File: src/rtl/syn_m_frame_gen.sv
// syn_m_frame_gen
//   Periodic pulse generator with a 4-byte frame sender behind it.
//   Every cfg_period microseconds (counted on pluse_us) a one-cycle pluse is
//   emitted. If no frame is in flight, that pluse starts a frame:
//     byte0 = 8'hA5, byte1 = id_reg, byte2 = check byte, byte3 = seq.
//   A pluse that arrives while a frame is in flight is dropped and sets the
//   sticky ovr flag. Dropping enable lets the current frame finish, clears
//   the microsecond counter and ovr, and stops new pulses.
//
//   Optional feature macro: SYN_M_CHKSUM_EN
//     defined   : byte2 = 8'hA5 ^ id_reg ^ seq
//     undefined : byte2 = 8'h00 (no XOR logic)
//
// Ports
//   clk_sys    in   1   system clock, rising edge
//   rst_n      in   1   asynchronous active-low reset
//   pluse_us   in   1   one-cycle 1 us tick
//   enable     in   1   level, 1 = generate pulses and frames
//   cfg_period in  16   pulse period in us (0 = no pulses)
//   cfg_id     in   8   node id, latched at frame start
//   done_tx    in   1   transmitter accepted the current byte
//   pluse      out  1   one-cycle period pulse
//   fire_tx    out  1   one-cycle byte-send strobe
//   data_tx    out  8   byte to send, held until the next fire_tx
//   busy       out  1   frame in progress
//   ovr        out  1   sticky overrun flag
//
// Byte handshake: fire_tx is a one-cycle strobe with data_tx valid in that
// cycle; data_tx stays stable afterwards. The sender then waits, for as long
// as needed, for a one-cycle done_tx. The next fire_tx follows one cycle after
// that done_tx. done_tx is only looked at while waiting for it.
module syn_m_frame_gen (
  input  logic        clk_sys,
  input  logic        rst_n,
  input  logic        pluse_us,
  input  logic        enable,
  input  logic [15:0] cfg_period,
  input  logic [7:0]  cfg_id,
  input  logic        done_tx,
  output logic        pluse,
  output logic        fire_tx,
  output logic [7:0]  data_tx,
  output logic        busy,
  output logic        ovr
);

  typedef enum logic [1:0] {
    IDLE = 2'd0,
    FIRE = 2'd1,
    WAIT = 2'd2
  } state_t;

  state_t      state;
  logic        enable_d;
  logic [15:0] per_reg;
  logic [15:0] cnt_us;
  logic [7:0]  id_reg;
  logic [7:0]  seq;
  logic [1:0]  byte_idx;

  logic        en_rise;
  logic [15:0] per_eff;
  logic [7:0]  byte2;
  logic [7:0]  next_byte;

  assign en_rise = enable & ~enable_d;
  // On the enable rising edge per_reg is only being loaded, so a tick landing
  // in that same cycle must already compare against the new period.
  assign per_eff = en_rise ? cfg_period : per_reg;

`ifdef SYN_M_CHKSUM_EN
  assign byte2 = 8'hA5 ^ id_reg ^ seq;
`else
  assign byte2 = 8'h00;
`endif

  // byte_idx names the byte just accepted; pick the one that follows it.
  always_comb begin
    next_byte = seq;
    case (byte_idx)
      2'd0:    next_byte = id_reg;
      2'd1:    next_byte = byte2;
      default: next_byte = seq;
    endcase
  end

  // Microsecond counter and period pulse.
  always_ff @(posedge clk_sys or negedge rst_n) begin
    if (!rst_n) begin
      enable_d <= 1'b0;
      per_reg  <= 16'd0;
      cnt_us   <= 16'd0;
      pluse    <= 1'b0;
    end else begin
      enable_d <= enable;
      pluse    <= 1'b0;
      if (en_rise || pluse) per_reg <= cfg_period;
      if (!enable) begin
        cnt_us <= 16'd0;
      end else if (pluse_us) begin
        if (per_eff == 16'd0) begin
          cnt_us <= 16'd0;
        end else if (cnt_us == per_eff - 16'd1) begin
          cnt_us <= 16'd0;
          pluse  <= 1'b1;
        end else begin
          cnt_us <= cnt_us + 16'd1;
        end
      end
    end
  end

  // Frame sender: IDLE -> FIRE -> WAIT -> (FIRE | IDLE).
  always_ff @(posedge clk_sys or negedge rst_n) begin
    if (!rst_n) begin
      state    <= IDLE;
      fire_tx  <= 1'b0;
      data_tx  <= 8'h00;
      busy     <= 1'b0;
      ovr      <= 1'b0;
      id_reg   <= 8'h00;
      seq      <= 8'h00;
      byte_idx <= 2'd0;
    end else begin
      // Overrun: a period pulse found a frame still in flight.
      if (!enable)            ovr <= 1'b0;
      else if (pluse && busy) ovr <= 1'b1;

      case (state)
        IDLE: begin
          if (pluse) begin
            id_reg   <= cfg_id;
            byte_idx <= 2'd0;
            data_tx  <= 8'hA5;
            fire_tx  <= 1'b1;
            busy     <= 1'b1;
            state    <= FIRE;
          end
        end
        FIRE: begin
          fire_tx <= 1'b0;
          state   <= WAIT;
        end
        WAIT: begin
          if (done_tx) begin
            if (byte_idx == 2'd3) begin
              busy  <= 1'b0;
              seq   <= seq + 8'd1;
              state <= IDLE;
            end else begin
              byte_idx <= byte_idx + 2'd1;
              data_tx  <= next_byte;
              fire_tx  <= 1'b1;
              state    <= FIRE;
            end
          end
        end
        default: begin
          fire_tx <= 1'b0;
          busy    <= 1'b0;
          state   <= IDLE;
        end
      endcase
    end
  end

endmodule

File: config.mk
export PLATFORM = sky130hd
export DESIGN_NAME = syn_m_frame_gen
export DESIGN_NICKNAME = d
export VERILOG_FILES = /design/src/rtl/syn_m_frame_gen.sv
export SDC_FILE = /design/constraint.sdc
export NUM_CORES = 1
export LEC_CHECK = 0
export CAP_MARGIN = 20
export CORE_MARGIN = 2
export CORE_UTILIZATION = 57
export CTS_BUF_LIST = sky130_fd_sc_hd__clkbuf_16
export DETAILED_ROUTE_END_ITERATION = 6
export HOLD_SLACK_MARGIN = 0.03
export PLACE_DENSITY_LB_ADDON = 0.1
export SLEW_MARGIN = 20
export SYNTH_ARGS = -nofsm -noshare
export SYNTH_HDL_FRONTEND = slang
export SYNTH_SLANG_ARGS = --single-unit
File: constraint.sdc
create_clock -name clk_sys -period 4.2 [get_ports clk_sys]
set_clock_uncertainty 0.1 [all_clocks]
set_input_delay 0.84 -clock clk_sys [delete_from_list [all_inputs] [get_ports clk_sys]]
set_output_delay 0.84 -clock clk_sys [all_outputs]
set_load 0.02 [all_outputs]
==> summary.md <==
| Metric | Value |
|---|---|
| Num rows | 29 |
| CP delay by family, top | simple AND/OR/NAND/NOR gates |
| Worst vdd ir | 365 µV |
| Clk_lat worst skew | 320 ps |
| Area leader, netlist | dfrtp_1 |
| Clk sink count | 65 |
| Fraction of registers with async set/reset | 1.00 |
| Clock share of power | 0.433 |
| PwrDens | 455 nW/µm² |
| Crit Path Max Fanout | 21 |
| Area contributors post-synth | dfrtp_1, mux2_2, mux2i_1 |
| Post-synth EDFFs | 0 |
| Final Critical Period | 3910 ps |
| Clock tree buffer depth | 2 |
| Worst hold slack | 375 ps |
| FF/Latch Area | 1630 µm² |
| Internal power | 1.53 mW |
| Endpoints failing hold | 0 |
| Post-CTS Setup Bufs | 0 |
| Slew @ Worst Pin | 844 ps |
| Mapped Avg Cell Area | 10.2 µm² |
| RSZ-0062 raised after global routing | no |
| Net Sw Power | 0.542 mW |
| Final Non-Filler Cells | 493 |
| Final setup TNS | 0 ps |
| Gate power share | 0.207 |
| Layout area overhead | 22.8% |
| First-pass GRT wire length | 13500 µm |
| Number of global-route vias before repair | 2919 |
| # IOs | 41 |
| Die area | 7160 µm² |
| CP Launch Type | primary input |
| Switch share | 0.262 |
| TritonCTS clock tree | built |
| Seq pwr share | 0.360 |
| IO buf count | 40 |
| Post-detail-place hpwl | 5400 µm |
| Die height | 84.6 µm |
| CP max stage delay | 590 ps |
| Chip Width | 84.6 µm |
| CP max stage cell | nor4b_2 |
| CP required | 4350 ps |
| Final Net Count | 446 |
| Hold Path Class | flip-flop to flip-flop |
| Post-Syn Area | 3700 µm² |
| Count leader, synth | dfrtp_1 |
| Yosys reg bits | 65 |
| Seq/Total Area, Yosys | 0.439 |
| Clock Tree Root | clkbuf_16 |
| Arrival @ worst endpoint | 4070 ps |
| CTS Hold Bufs | 0 |
| Worst Setup End Kind | flip-flop |
| Share of layout cells above drive strength 1 | 0.147 |
| Max-slew headroom | 0.437 |
| Period utilization | 0.932 |
| Status | completed |
| Worst Slack Setup Final | 288 ps |
| Synthesized Nets | 399 |
| WL per Instance | 15.6 µm |
| Clock-pin slew on the worst setup and hold paths | 50 ps |
| Leakage power | 2.03 nW |
| Syn Inst Count | 364 |
| Antenna violations before repair | 0 |
| Crit path top cell by count | nand3_1 |
| Final Cell Area | 4550 µm² |
| Fin util | 0.721 |
| Drt first pass iters | 4 |
| DRT iter0 DRCs | 160 |
| Top_reg_cell synth | dfrtp_1 |
| Grt total ovfl | 0 |
| DP Cell Count | 477 |
| Starting density of the core | 0.587 |
| Vias | 2867 |
| WP buf/inv | 3 |
| Post-route ant nets | 0 |
| Largest net degree at the start of global routing | 39 |
| Distinct cells, synth | 44 |
| Post-CTS sizing | 0 |
| Fmax | 256 MHz |
| TritonCTS buffer count | 9 |
| Post-Route WL | 7690 µm |
| Commonest cells in the synthesized netlist | dfrtp_1, nor2_1, nand2_1, nand3_1, mux2_2 |
| DP Area | 4190 µm² |
| Top cell type's share of synthesized area | 0.439 |
| H-tree levels | 3 |
| Pre-CTS setup slack | 22.1 ps |
| Gr usage total | 0.231 |
| DRC viols | 0 |
| Footprint of the multi-input gates | 1960 µm² |
| Layout fillers | 456 |
| Vias per cell | 5.82 |
| Antenna cell count | 0 |
| Critical-path cell list | clkdlybuf4s50_1 -> nand2b_1 -> buf_12 -> mux2i_2 -> nor4b_2 -> a211oi_1 -> a41oi_1 -> nor3_2 -> a31oi_4 -> buf_4 -> nand3_1 -> nand3_1 |
| CP Class | primary input to flip-flop |
| Total power | 2.07 mW |
| CORE AREA | 6310 µm² |
| Ys Warns | 0 |
| GPL Wtd Cong | 0.831 |
| Max-cap violation count | 0 |
| Final setup violation count | 0 |
| Final slew viol count | 0 |
## area by class of cell
| type | instances | area share |
|---|---|---|
| flip-flops and latches | 65 | 0.358 |
| clock inverters | 7 | 0.0294 |
| well taps | 77 | 0.0212 |
| multi-input cells | 277 | 0.430 |
| inverters | 9 | 0.00743 |
| clock buffers | 9 | 0.0495 |
| repair buffers | 49 | 0.105 |
## power groups by stage
stage	registers (mW)	logic (mW)	clock network (mW)
2_1_floorplan	0.774	0.255	0
3_3_place_gp	0.754	0.412	0
3_5_place_dp	0.757	0.422	0
4_1_cts	0.747	0.429	0.904
5_1_grt	0.757	0.466	0.936
6_report	0.746	0.428	0.896
## per-layer routing
| metal | up-vias | share of wire | track usage |
|---|---|---|---|
| met5 | - | 0 | 0 |
| li1 | 1379 | - | - |
| met2 | 71 | 0.47 | 0.366 |
| met3 | 11 | 0.037 | 0.0354 |
| met1 | 1406 | 0.48 | 0.327 |
| met4 | 0 | 0.014 | 0.0779 |
## cells in the final DEF (no fill, tap or decap), types with 4 or more instances in the layout
| master | count |
|---|---|
| a21oi_1 | 8 |
| and3_1 | 6 |
| buf_4 | 8 |
| bufinv_16 | 4 |
| clkbuf_16 | 9 |
| clkdlybuf4s50_1 | 39 |
| dfrtp_1 | 65 |
| ha_1 | 6 |
| inv_1 | 10 |
| mux2_2 | 26 |
| mux2i_1 | 22 |
| nand2_1 | 33 |
| nand3_1 | 31 |
| nand3b_1 | 4 |
| nor2_1 | 34 |
| nor2b_1 | 9 |
| nor3_1 | 7 |
| nor3b_1 | 7 |
| o21ai_0 | 9 |
| o21ai_1 | 4 |
| xnor2_1 | 25 |
| xor2_1 | 7 |
## logic make-up (layout without fill, tap and decap cells)
kind of cell	count (synthesis)	count (layout)	synth area share
buffers and inverters	22	74	0.0324
AND/OR/NAND/NOR	146	146	0.202
XOR/XNOR	32	32	0.0757
multiplexers	50	50	0.146
flip-flops	65	65	0.439
AO/OA/AOI/OAI	43	43	0.0844
adder cells (fa/ha/maj)	6	6	0.0203
## path summary, 6_finish.rpt
| path | startpoint | endpoint | slack, ps | depth (start not counted) |
|---|---|---|---|---|
| max | enable | cnt_us[13] | 290 | 12 |
| min | fire_tx | fire_tx | 380 | 1 |
| max reg2reg | enable_d | cnt_us[13] | 840 | 11 |
| min reg2reg | fire_tx | fire_tx | 380 | 1 |
| max in group asynchronous | rst_n | id_reg[2] | 2590 | 2 |
| min in group asynchronous | rst_n | enable_d | 520 | 1 |
Note: power is estimated with default switching activity, not from simulation.
